$ cat src/rtl/alu_arbiter_pkg.sv
// ============================================================================
// Module  : alu_pkg
// Purpose : Shared types and constants for the two-requester ALU arbiter.
// Rev     : 1.0  initial release
// ============================================================================
`default_nettype none

package alu_pkg;

    // Opcode carried on each request channel
    typedef enum logic [1:0] {
        ALU_ADD = 2'b00,
        ALU_SUB = 2'b01,
        ALU_AND = 2'b10,
        ALU_MUL = 2'b11
    } alu_op_t;

    // Arbiter sequencing states
    typedef enum logic [1:0] {
        IDLE = 2'd0,
        EXEC = 2'd1,
        RESP = 2'd2
    } arb_state_t;

    // Requester identifiers as they appear on rsp_id
    localparam logic REQ0 = 1'b0;
    localparam logic REQ1 = 1'b1;

endpackage

`default_nettype wire

$ cat src/rtl/alu_arbiter_if.sv
// ============================================================================
// Module  : alu_arbiter_if
// Purpose : Request/response bundle between issue logic and the arbiter.
//           ALU_ARB_OVF_EN adds the rsp_ovf response bit.
// Rev     : 1.0  initial release
// ============================================================================
`default_nettype none

interface alu_arbiter_if
    import alu_pkg::*;
#(
    parameter int N = 8
) ();

    logic          r0_valid;
    logic          r0_ready;
    alu_op_t       r0_op;
    logic [N-1:0]  r0_a;
    logic [N-1:0]  r0_b;

    logic          r1_valid;
    logic          r1_ready;
    alu_op_t       r1_op;
    logic [N-1:0]  r1_a;
    logic [N-1:0]  r1_b;

    logic          rsp_valid;
    logic          rsp_ready;
    logic          rsp_id;
    logic [N-1:0]  rsp_data;
`ifdef ALU_ARB_OVF_EN
    logic          rsp_ovf;
`endif

    // Issue side / result consumer
    modport master (
        output r0_valid, r0_op, r0_a, r0_b,
        output r1_valid, r1_op, r1_a, r1_b,
        output rsp_ready,
        input  r0_ready, r1_ready,
        input  rsp_valid, rsp_id, rsp_data
`ifdef ALU_ARB_OVF_EN
        , input rsp_ovf
`endif
    );

    // Arbiter side
    modport slave (
        input  r0_valid, r0_op, r0_a, r0_b,
        input  r1_valid, r1_op, r1_a, r1_b,
        input  rsp_ready,
        output r0_ready, r1_ready,
        output rsp_valid, rsp_id, rsp_data
`ifdef ALU_ARB_OVF_EN
        , output rsp_ovf
`endif
    );

endinterface

`default_nettype wire

$ cat src/rtl/alu_core.sv
// ============================================================================
// Module  : alu_core
// Purpose : Combinational N-bit ripple-carry adder plus bitwise AND.
//           SUB inverts b; the caller supplies the carry-in.
// Rev     : 1.0  initial release
// ============================================================================
`default_nettype none

module alu_core
    import alu_pkg::*;
#(
    parameter int N = 8
) (
    input  logic [N-1:0] a,
    input  logic [N-1:0] b,
    input  logic         c_in,
    input  alu_op_t      op,
    output logic [N-1:0] result,
    output logic         c_out
);

    logic [N-1:0] b_eff;
    logic [N-1:0] sum;
    logic [N:0]   carry;

    assign b_eff    = (op == ALU_SUB) ? ~b : b;
    assign carry[0] = c_in;

    // Full-adder ripple chain
    generate
        for (genvar i = 0; i < N; i++) begin : g_fa
            assign sum[i]     = a[i] ^ b_eff[i] ^ carry[i];
            assign carry[i+1] = (a[i] & b_eff[i]) | (carry[i] & (a[i] ^ b_eff[i]));
        end
    endgenerate

    assign result = (op == ALU_AND) ? (a & b) : sum;
    assign c_out  = carry[N];

endmodule

`default_nettype wire

$ cat src/rtl/alu_arbiter.sv
// ============================================================================
// Module  : alu_arbiter
// Purpose : Round-robin share of one ALU core between two requesters.
//           ADD/SUB/AND finish in one cycle; MUL runs N shift-add steps on
//           the same adder. One op in flight, one tagged response at a time.
//           Optional: ALU_ARB_OVF_EN adds rsp_ovf (signed ovf / MUL high bits).
// Rev     : 1.0  initial release
// ============================================================================
`default_nettype none

module alu_arbiter
    import alu_pkg::*;
#(
    parameter int N = 8
) (
    input  logic         clk,
    input  logic         rst_n,
    alu_arbiter_if.slave bus
);

    localparam int CW = $clog2(N);

    arb_state_t   state;
    arb_state_t   state_nxt;

    logic         ptr;
    logic         gnt_any;
    logic         gnt_id;
    alu_op_t      gnt_op;
    logic [N-1:0] gnt_a;
    logic [N-1:0] gnt_b;

    logic [N-1:0] mul_a;
    logic [N-1:0] mul_b;
    logic [N-1:0] acc;
    logic [CW-1:0] cnt;
    logic         last_iter;
    logic [N-1:0] partial;
    logic [N-1:0] addend;

    logic [N-1:0] core_a;
    logic [N-1:0] core_b;
    logic         core_cin;
    alu_op_t      core_op;
    logic [N-1:0] core_res;
    logic         core_cout;

    logic         rsp_id_q;
    logic [N-1:0] rsp_data_q;

    // Grant: a lone valid wins outright; a tie goes to the pointer
    always_comb begin
        gnt_any = bus.r0_valid | bus.r1_valid;
        gnt_id  = (bus.r0_valid & bus.r1_valid) ? ptr : bus.r1_valid;
        gnt_op  = gnt_id ? bus.r1_op : bus.r0_op;
        gnt_a   = gnt_id ? bus.r1_a  : bus.r0_a;
        gnt_b   = gnt_id ? bus.r1_b  : bus.r0_b;
    end

    assign last_iter = (cnt == CW'(N - 1));
    assign partial   = mul_a << cnt;
    assign addend    = mul_b[cnt] ? partial : '0;

    // Core operand mux: multiply accumulates in EXEC, otherwise the granted op
    always_comb begin
        if (state == EXEC) begin
            core_a   = acc;
            core_b   = addend;
            core_op  = ALU_ADD;
            core_cin = 1'b0;
        end else begin
            core_a   = gnt_a;
            core_b   = gnt_b;
            core_op  = gnt_op;
            core_cin = (gnt_op == ALU_SUB);
        end
    end

    alu_core #(.N(N)) u_core (
        .a      (core_a),
        .b      (core_b),
        .c_in   (core_cin),
        .op     (core_op),
        .result (core_res),
        .c_out  (core_cout)
    );

`ifdef ALU_ARB_OVF_EN
    logic [N-1:0]   hi_acc;
    logic [N-1:0]   hi_part;
    logic [N-1:0]   hi_nxt;
    logic [2*N-1:0] partial_wide;
    logic           b_eff_msb;
    logic           sc_ovf;
    logic           rsp_ovf_q;

    // High half of the shifted partial plus the low-half carry keeps the
    // full 2N-bit product without a second low-half adder
    always_comb begin
        partial_wide = {{N{1'b0}}, mul_a} << cnt;
        hi_part      = mul_b[cnt] ? partial_wide[2*N-1:N] : '0;
        hi_nxt       = hi_acc + hi_part + {{(N-1){1'b0}}, core_cout};
        b_eff_msb    = (gnt_op == ALU_SUB) ? ~gnt_b[N-1] : gnt_b[N-1];
        sc_ovf       = (gnt_op != ALU_AND) && (gnt_a[N-1] == b_eff_msb) &&
                       (core_res[N-1] != gnt_a[N-1]);
    end

    assign bus.rsp_ovf = rsp_ovf_q;
`else
    logic carry_unused;
    assign carry_unused = core_cout;
`endif

    // State register
    always_ff @(posedge clk or negedge rst_n) begin
        if (!rst_n) begin
            state <= IDLE;
        end else begin
            state <= state_nxt;
        end
    end

    // Next state and request-side readies
    always_comb begin
        state_nxt    = state;
        bus.r0_ready = 1'b0;
        bus.r1_ready = 1'b0;
        case (state)
            IDLE: begin
                if (gnt_any) begin
                    bus.r0_ready = (gnt_id == REQ0);
                    bus.r1_ready = (gnt_id == REQ1);
                    state_nxt    = (gnt_op == ALU_MUL) ? EXEC : RESP;
                end
            end
            EXEC: begin
                if (last_iter) begin
                    state_nxt = RESP;
                end
            end
            RESP: begin
                if (bus.rsp_ready) begin
                    state_nxt = IDLE;
                end
            end
            default: state_nxt = IDLE;
        endcase
    end

    // Datapath registers: pointer, response tag/data and multiply state
    always_ff @(posedge clk or negedge rst_n) begin
        if (!rst_n) begin
            ptr        <= REQ0;
            rsp_id_q   <= REQ0;
            rsp_data_q <= '0;
            mul_a      <= '0;
            mul_b      <= '0;
            acc        <= '0;
            cnt        <= '0;
`ifdef ALU_ARB_OVF_EN
            hi_acc     <= '0;
            rsp_ovf_q  <= 1'b0;
`endif
        end else begin
            if (state == IDLE && gnt_any) begin
                ptr      <= ~gnt_id;
                rsp_id_q <= gnt_id;
                if (gnt_op == ALU_MUL) begin
                    mul_a <= gnt_a;
                    mul_b <= gnt_b;
                    acc   <= '0;
                    cnt   <= '0;
`ifdef ALU_ARB_OVF_EN
                    hi_acc <= '0;
`endif
                end else begin
                    rsp_data_q <= core_res;
`ifdef ALU_ARB_OVF_EN
                    rsp_ovf_q  <= sc_ovf;
`endif
                end
            end else if (state == EXEC) begin
                acc <= core_res;
                cnt <= cnt + CW'(1);
`ifdef ALU_ARB_OVF_EN
                hi_acc <= hi_nxt;
`endif
                if (last_iter) begin
                    rsp_data_q <= core_res;
`ifdef ALU_ARB_OVF_EN
                    rsp_ovf_q  <= |hi_nxt;
`endif
                end
            end
        end
    end

    assign bus.rsp_valid = (state == RESP);
    assign bus.rsp_id    = rsp_id_q;
    assign bus.rsp_data  = rsp_data_q;

endmodule

`default_nettype wire

$ cat src/flat_wrapper.sv
// flat-port wrapper written by rule: the top's interface ports become plain ports
module alu_arbiter_flat import alu_pkg::*;
#(
    parameter int N = 8
)
  (clk, rst_n, bus_r0_valid, bus_r0_op, bus_r0_a, bus_r0_b, bus_r1_valid, bus_r1_op, bus_r1_a, bus_r1_b, bus_rsp_ready, bus_r0_ready, bus_r1_ready, bus_rsp_valid, bus_rsp_id, bus_rsp_data);
  alu_arbiter_if #(.N(N)) bus_i ();
  input  logic clk;
  input  logic rst_n;
  input wire logic [$bits(bus_i.r0_valid)-1:0] bus_r0_valid;
  input wire logic [$bits(bus_i.r0_op)-1:0] bus_r0_op;
  input wire logic [$bits(bus_i.r0_a)-1:0] bus_r0_a;
  input wire logic [$bits(bus_i.r0_b)-1:0] bus_r0_b;
  input wire logic [$bits(bus_i.r1_valid)-1:0] bus_r1_valid;
  input wire logic [$bits(bus_i.r1_op)-1:0] bus_r1_op;
  input wire logic [$bits(bus_i.r1_a)-1:0] bus_r1_a;
  input wire logic [$bits(bus_i.r1_b)-1:0] bus_r1_b;
  input wire logic [$bits(bus_i.rsp_ready)-1:0] bus_rsp_ready;
  output wire logic [$bits(bus_i.r0_ready)-1:0] bus_r0_ready;
  output wire logic [$bits(bus_i.r1_ready)-1:0] bus_r1_ready;
  output wire logic [$bits(bus_i.rsp_valid)-1:0] bus_rsp_valid;
  output wire logic [$bits(bus_i.rsp_id)-1:0] bus_rsp_id;
  output wire logic [$bits(bus_i.rsp_data)-1:0] bus_rsp_data;
  assign bus_i.r0_valid = bus_r0_valid;
  assign bus_i.r0_op = bus_r0_op;
  assign bus_i.r0_a = bus_r0_a;
  assign bus_i.r0_b = bus_r0_b;
  assign bus_i.r1_valid = bus_r1_valid;
  assign bus_i.r1_op = bus_r1_op;
  assign bus_i.r1_a = bus_r1_a;
  assign bus_i.r1_b = bus_r1_b;
  assign bus_i.rsp_ready = bus_rsp_ready;
  assign bus_r0_ready = bus_i.r0_ready;
  assign bus_r1_ready = bus_i.r1_ready;
  assign bus_rsp_valid = bus_i.rsp_valid;
  assign bus_rsp_id = bus_i.rsp_id;
  assign bus_rsp_data = bus_i.rsp_data;
  alu_arbiter #(.N(N)) u_core (.clk(clk), .rst_n(rst_n), .bus(bus_i));
endmodule
$ cat config.mk
export PLATFORM = sky130hd
export DESIGN_NAME = alu_arbiter_flat
export DESIGN_NICKNAME = d
export VERILOG_FILES = /design/src/rtl/alu_arbiter_pkg.sv /design/src/rtl/alu_arbiter_if.sv /design/src/rtl/alu_core.sv /design/src/rtl/alu_arbiter.sv /design/src/flat_wrapper.sv
export SDC_FILE = /design/constraint.sdc
export NUM_CORES = 1
export LEC_CHECK = 0
export CELL_PAD_IN_SITES_DETAIL_PLACEMENT = 1
export CELL_PAD_IN_SITES_GLOBAL_PLACEMENT = 1
export CORE_MARGIN = 2
export CORE_UTILIZATION = 29
export DETAILED_ROUTE_END_ITERATION = 12
export GPL_ROUTABILITY_DRIVEN = 0
export PLACE_DENSITY = 0.72
export SLEW_MARGIN = 5
export SYNTH_ARGS = -nofsm -noshare
export SYNTH_HDL_FRONTEND = slang
export SYNTH_SLANG_ARGS = --single-unit
$ cat constraint.sdc
create_clock -name clk -period 6.25 [get_ports clk]
set_clock_uncertainty 0.15 [all_clocks]
set_input_delay 1.25 -clock clk [delete_from_list [all_inputs] [get_ports clk]]
set_output_delay 1.25 -clock clk [all_outputs]
set_load 0.03 [all_outputs]
==> results_dict.tcl <==
set metrics [dict create \
    tns_ns 0 \
    fp.dieW_um 99.8 \
    dp_cells 449 \
    drc 0 \
    cts_buffer_depth 2 \
    core_area_mm2 0.00881 \
    antenna_found_initial 0 \
    crit_cells 21 \
    initial_utilization_pct 30.2 \
    async_flop_share_pct 100 \
    grtUsageTotal_pct 16.8 \
    worstHoldStart "u_core.bus.rsp_id" \
    clk_pin_slew_ns 0.08 \
    synth_nets 326 \
    worst_pin_slew_ns 0.975 \
    avgSynthCellArea_um2 9.65 \
    fmaxAchievable_mhz 167 \
    overflow 0 \
    finalHoldViolCount 0 \
    slew-limit-headroom_pct 34.7 \
    design.die.area_mm2 0.00996 \
    path_buf_inv 4 \
    syn_inst 276 \
    vias_per_cell 5.18 \
    boundaryPins 53 \
    worstSetupPathType "in2reg" \
    reg2regPathDepth 19 \
    portBuffers 52 \
    cts_max_level 2 \
    yosysUniqueCellTypes 48 \
    cts_hold_buf 0 \
    drt_wl_total_um 7890 \
    period_share_pct 95.6 \
    final_cells 460 \
    status "complete, no violations" \
    fin_crit_ns 5.98 \
    cap_viol_max_count 0 \
    synth.most_common_cell "dfrtp_1" \
    powerDensity_mw_per_mm2 489 \
    final_util_pct 40.9 \
    synth_edf_count 0 \
    cts_tree "done" \
    yosysWarningCount 0 \
    crit_start "bus_r0_valid" \
    hp-class "reg2reg" \
    grt_pass1_wl_um 13200 \
    ff2ff_setup_slack_ns 1.15 \
    first_pass_iters 4 \
    hold-path-cell-count 1 \
    drtIter0Drc 91 \
    area_growth_pct 35.4 \
    irDropWorstVdd_v 0.000201 \
    crit_fanout 6 \
    fillers 998 \
    nets 401 \
    seq_area_frac_synth_pct 36.7 \
    hpwl_um 6120 \
    p_leak_uw 0.00152 \
    die_h_um 99.8 \
    synth_commonest_cells "dfrtp_1, nor2_1, nand2_1" \
    rsz0062_at_grt "false" \
    r2r-start "u_core.cnt[0]" \
    cts.sinks 39 \
    slowest_stage "clkdlybuf4s50_1" \
    ys_seq_elements 39 \
    cp_cell_sequence "clkdlybuf4s50_1 > nand2b_1 > nand2_4 > mux2i_2 > o32a_1 > xnor2_2 > fa_2 > fa_1 > fa_1 > fa_1 > inv_1 > fa_1 > inv_1 > fa_2 > fa_2 > buf_4 > nand3_1 > o311ai_0 > a31oi_2 > nand3_1 > a31oi_1" \
    antenna_cells 0 \
    num_vias 2381 \
    post_drt_wl_per_cell_um 17.1 \
    rows 34 \
    multi_input_area_mm2 0.00162 \
    cts_buffers 5 \
    grt_pass1_vias 2657 \
    worst_setup_path_end_kind "flip-flop" \
    synth_area_mm2 0.00266 \
    drv_slew 0 \
    synth_area_leaders "dfrtp_1, mux2i_1, fa_1, mux2_2, nor2_1" \
    synth.largest_area_cell "dfrtp_1" \
    drive_gt1_share_pct 19.3 \
    clk_latency_ns 0.29 \
    grt_max_degree 40 \
    critPathArrivalTime_ns 6.04 \
    crit_top_cell "fa_1" \
    critPathMaxStageDelay_ns 0.49 \
    worstPathRequired_ns 6.31 \
    yosysTopAreaCellShare_pct 36.7 \
    ys.flop_type "dfrtp_1" \
    start_kind "primary input" \
    cpLargestDelayFamily "adder cells" \
    setup_viol 0 \
    antenna_left 0 \
    clockRootBuffer "clkbuf_8" \
    ff_latch_area_um2 976 \
]
==> worst register-to-register path, cell delays in order (launching register included) <==
cell      delay [ns]
dfrtp_1         0.39
mux4_2          0.37
nand2_2         0.09
o32a_1          0.39
xnor2_2         0.16
fa_2            0.36
fa_1            0.38
fa_1            0.39
fa_1            0.36
inv_1           0.07
fa_1            0.15
inv_1           0.05
fa_2            0.34
fa_2            0.38
buf_4           0.17
nand3_1         0.07
o311ai_0        0.18
a31oi_2         0.27
nand3_1         0.11
a31oi_1         0.19
==> power breakdown <==
part	leakage [uW]	internal, uW	total, uW	switching (uW)
clock	0.0000515	101	190	88.7
sequential	0.000462	374	456	82.3
combinational	0.00100	524	1120	592
==> metal layers <==
metal | global-route usage (%) | share of wire, %
met5 | 0 | 0
met4 | 4.74 | 1.5
met3 | 3.55 | 3.8
met2 | 28.6 | 49
met1 | 21.8 | 45
==> flip-flops by register name, summed over array words and instances, names as in the netlist <==
signal	count
u_core.mul_b	8
u_core.ptr	1
u_core.mul_a	8
u_core.cnt	3
u_core.acc	8
u_core.bus.rsp_id	1
u_core.bus.rsp_data	8
u_core.state	2
==> cell families after synthesis <==
logic type / after synthesis / synth area share (%)
compound gates: 67 / 16.2
buf+inv: 21 / 3.57
flops: 39 / 36.7
mux: 38 / 16.8
simple gates: 91 / 16.9
xor+xnor: 11 / 3.62
fa+ha+maj: 9 / 6.20
==> cells in the final DEF (no fill, tap or decap), types with 2 or more instances in the layout <==
| cell | count |
|---|---|
| dfrtp_1 | 39 |
| o22a_2 | 2 |
| mux2i_1 | 22 |
| a21oi_1 | 15 |
| o21a_1 | 2 |
| inv_1 | 5 |
| o22ai_1 | 10 |
| a21o_1 | 3 |
| nor2b_1 | 5 |
| nand3_1 | 4 |
| nand4_1 | 2 |
| nand2_1 | 24 |
| fa_1 | 4 |
| xnor2_1 | 7 |
| clkbuf_8 | 7 |
| mux2_2 | 11 |
| mux4_2 | 3 |
| buf_4 | 31 |
| o21ai_0 | 9 |
| o32a_1 | 2 |
| nor2_1 | 28 |
| a2bb2oi_1 | 2 |
| xor2_1 | 3 |
| clkdlybuf4s50_1 | 51 |
| nor3_1 | 3 |
| nand3b_1 | 2 |
| or3_1 | 5 |
| ha_1 | 2 |
| o21ai_1 | 4 |
| a31oi_1 | 9 |
| fa_2 | 3 |
| nand2b_1 | 10 |
==> area by class of cell <==
type	count	share of cell area, %
multi-input combinational	216	45.0
sequential	39	27.1
timing repair buffer	83	20.7
tap	108	3.75
clock buffer	8	2.78
inverter	6	0.625
==> metrics by stage <==
step | hold slack [ns] | total power (uW) | area (um^2) | setup WS (ns)
2_1_floorplan | 0.314 | 1200 | 2660 | 0.0523
3_3_place_gp | 0.327 | 1520 | 3450 | -0.0556
3_5_place_dp | 0.337 | 1550 | 3450 | -0.361
4_1_cts | 0.357 | 1750 | 3560 | 0.00374
5_1_grt | 0.360 | 1920 | 3610 | 0.0145
6_report | 0.357 | 1760 | 3610 | 0.274
==> timing repair <==
action,in CTS,in global routing
resized for setup,1,7
pin swaps,0,6
setup buffers,0,3
endpoints found under the setup margin,1,1
==> worst paths after layout <==
kind	end
min in group asynchronous	u_core.mul_a[4]
min	u_core.bus.rsp_id
max in group asynchronous	u_core.cnt[1]
max	u_core.bus.rsp_data[7]
min reg2reg	u_core.bus.rsp_id
max reg2reg	u_core.bus.rsp_data[7]
Power figures use the tool's default switching activity.
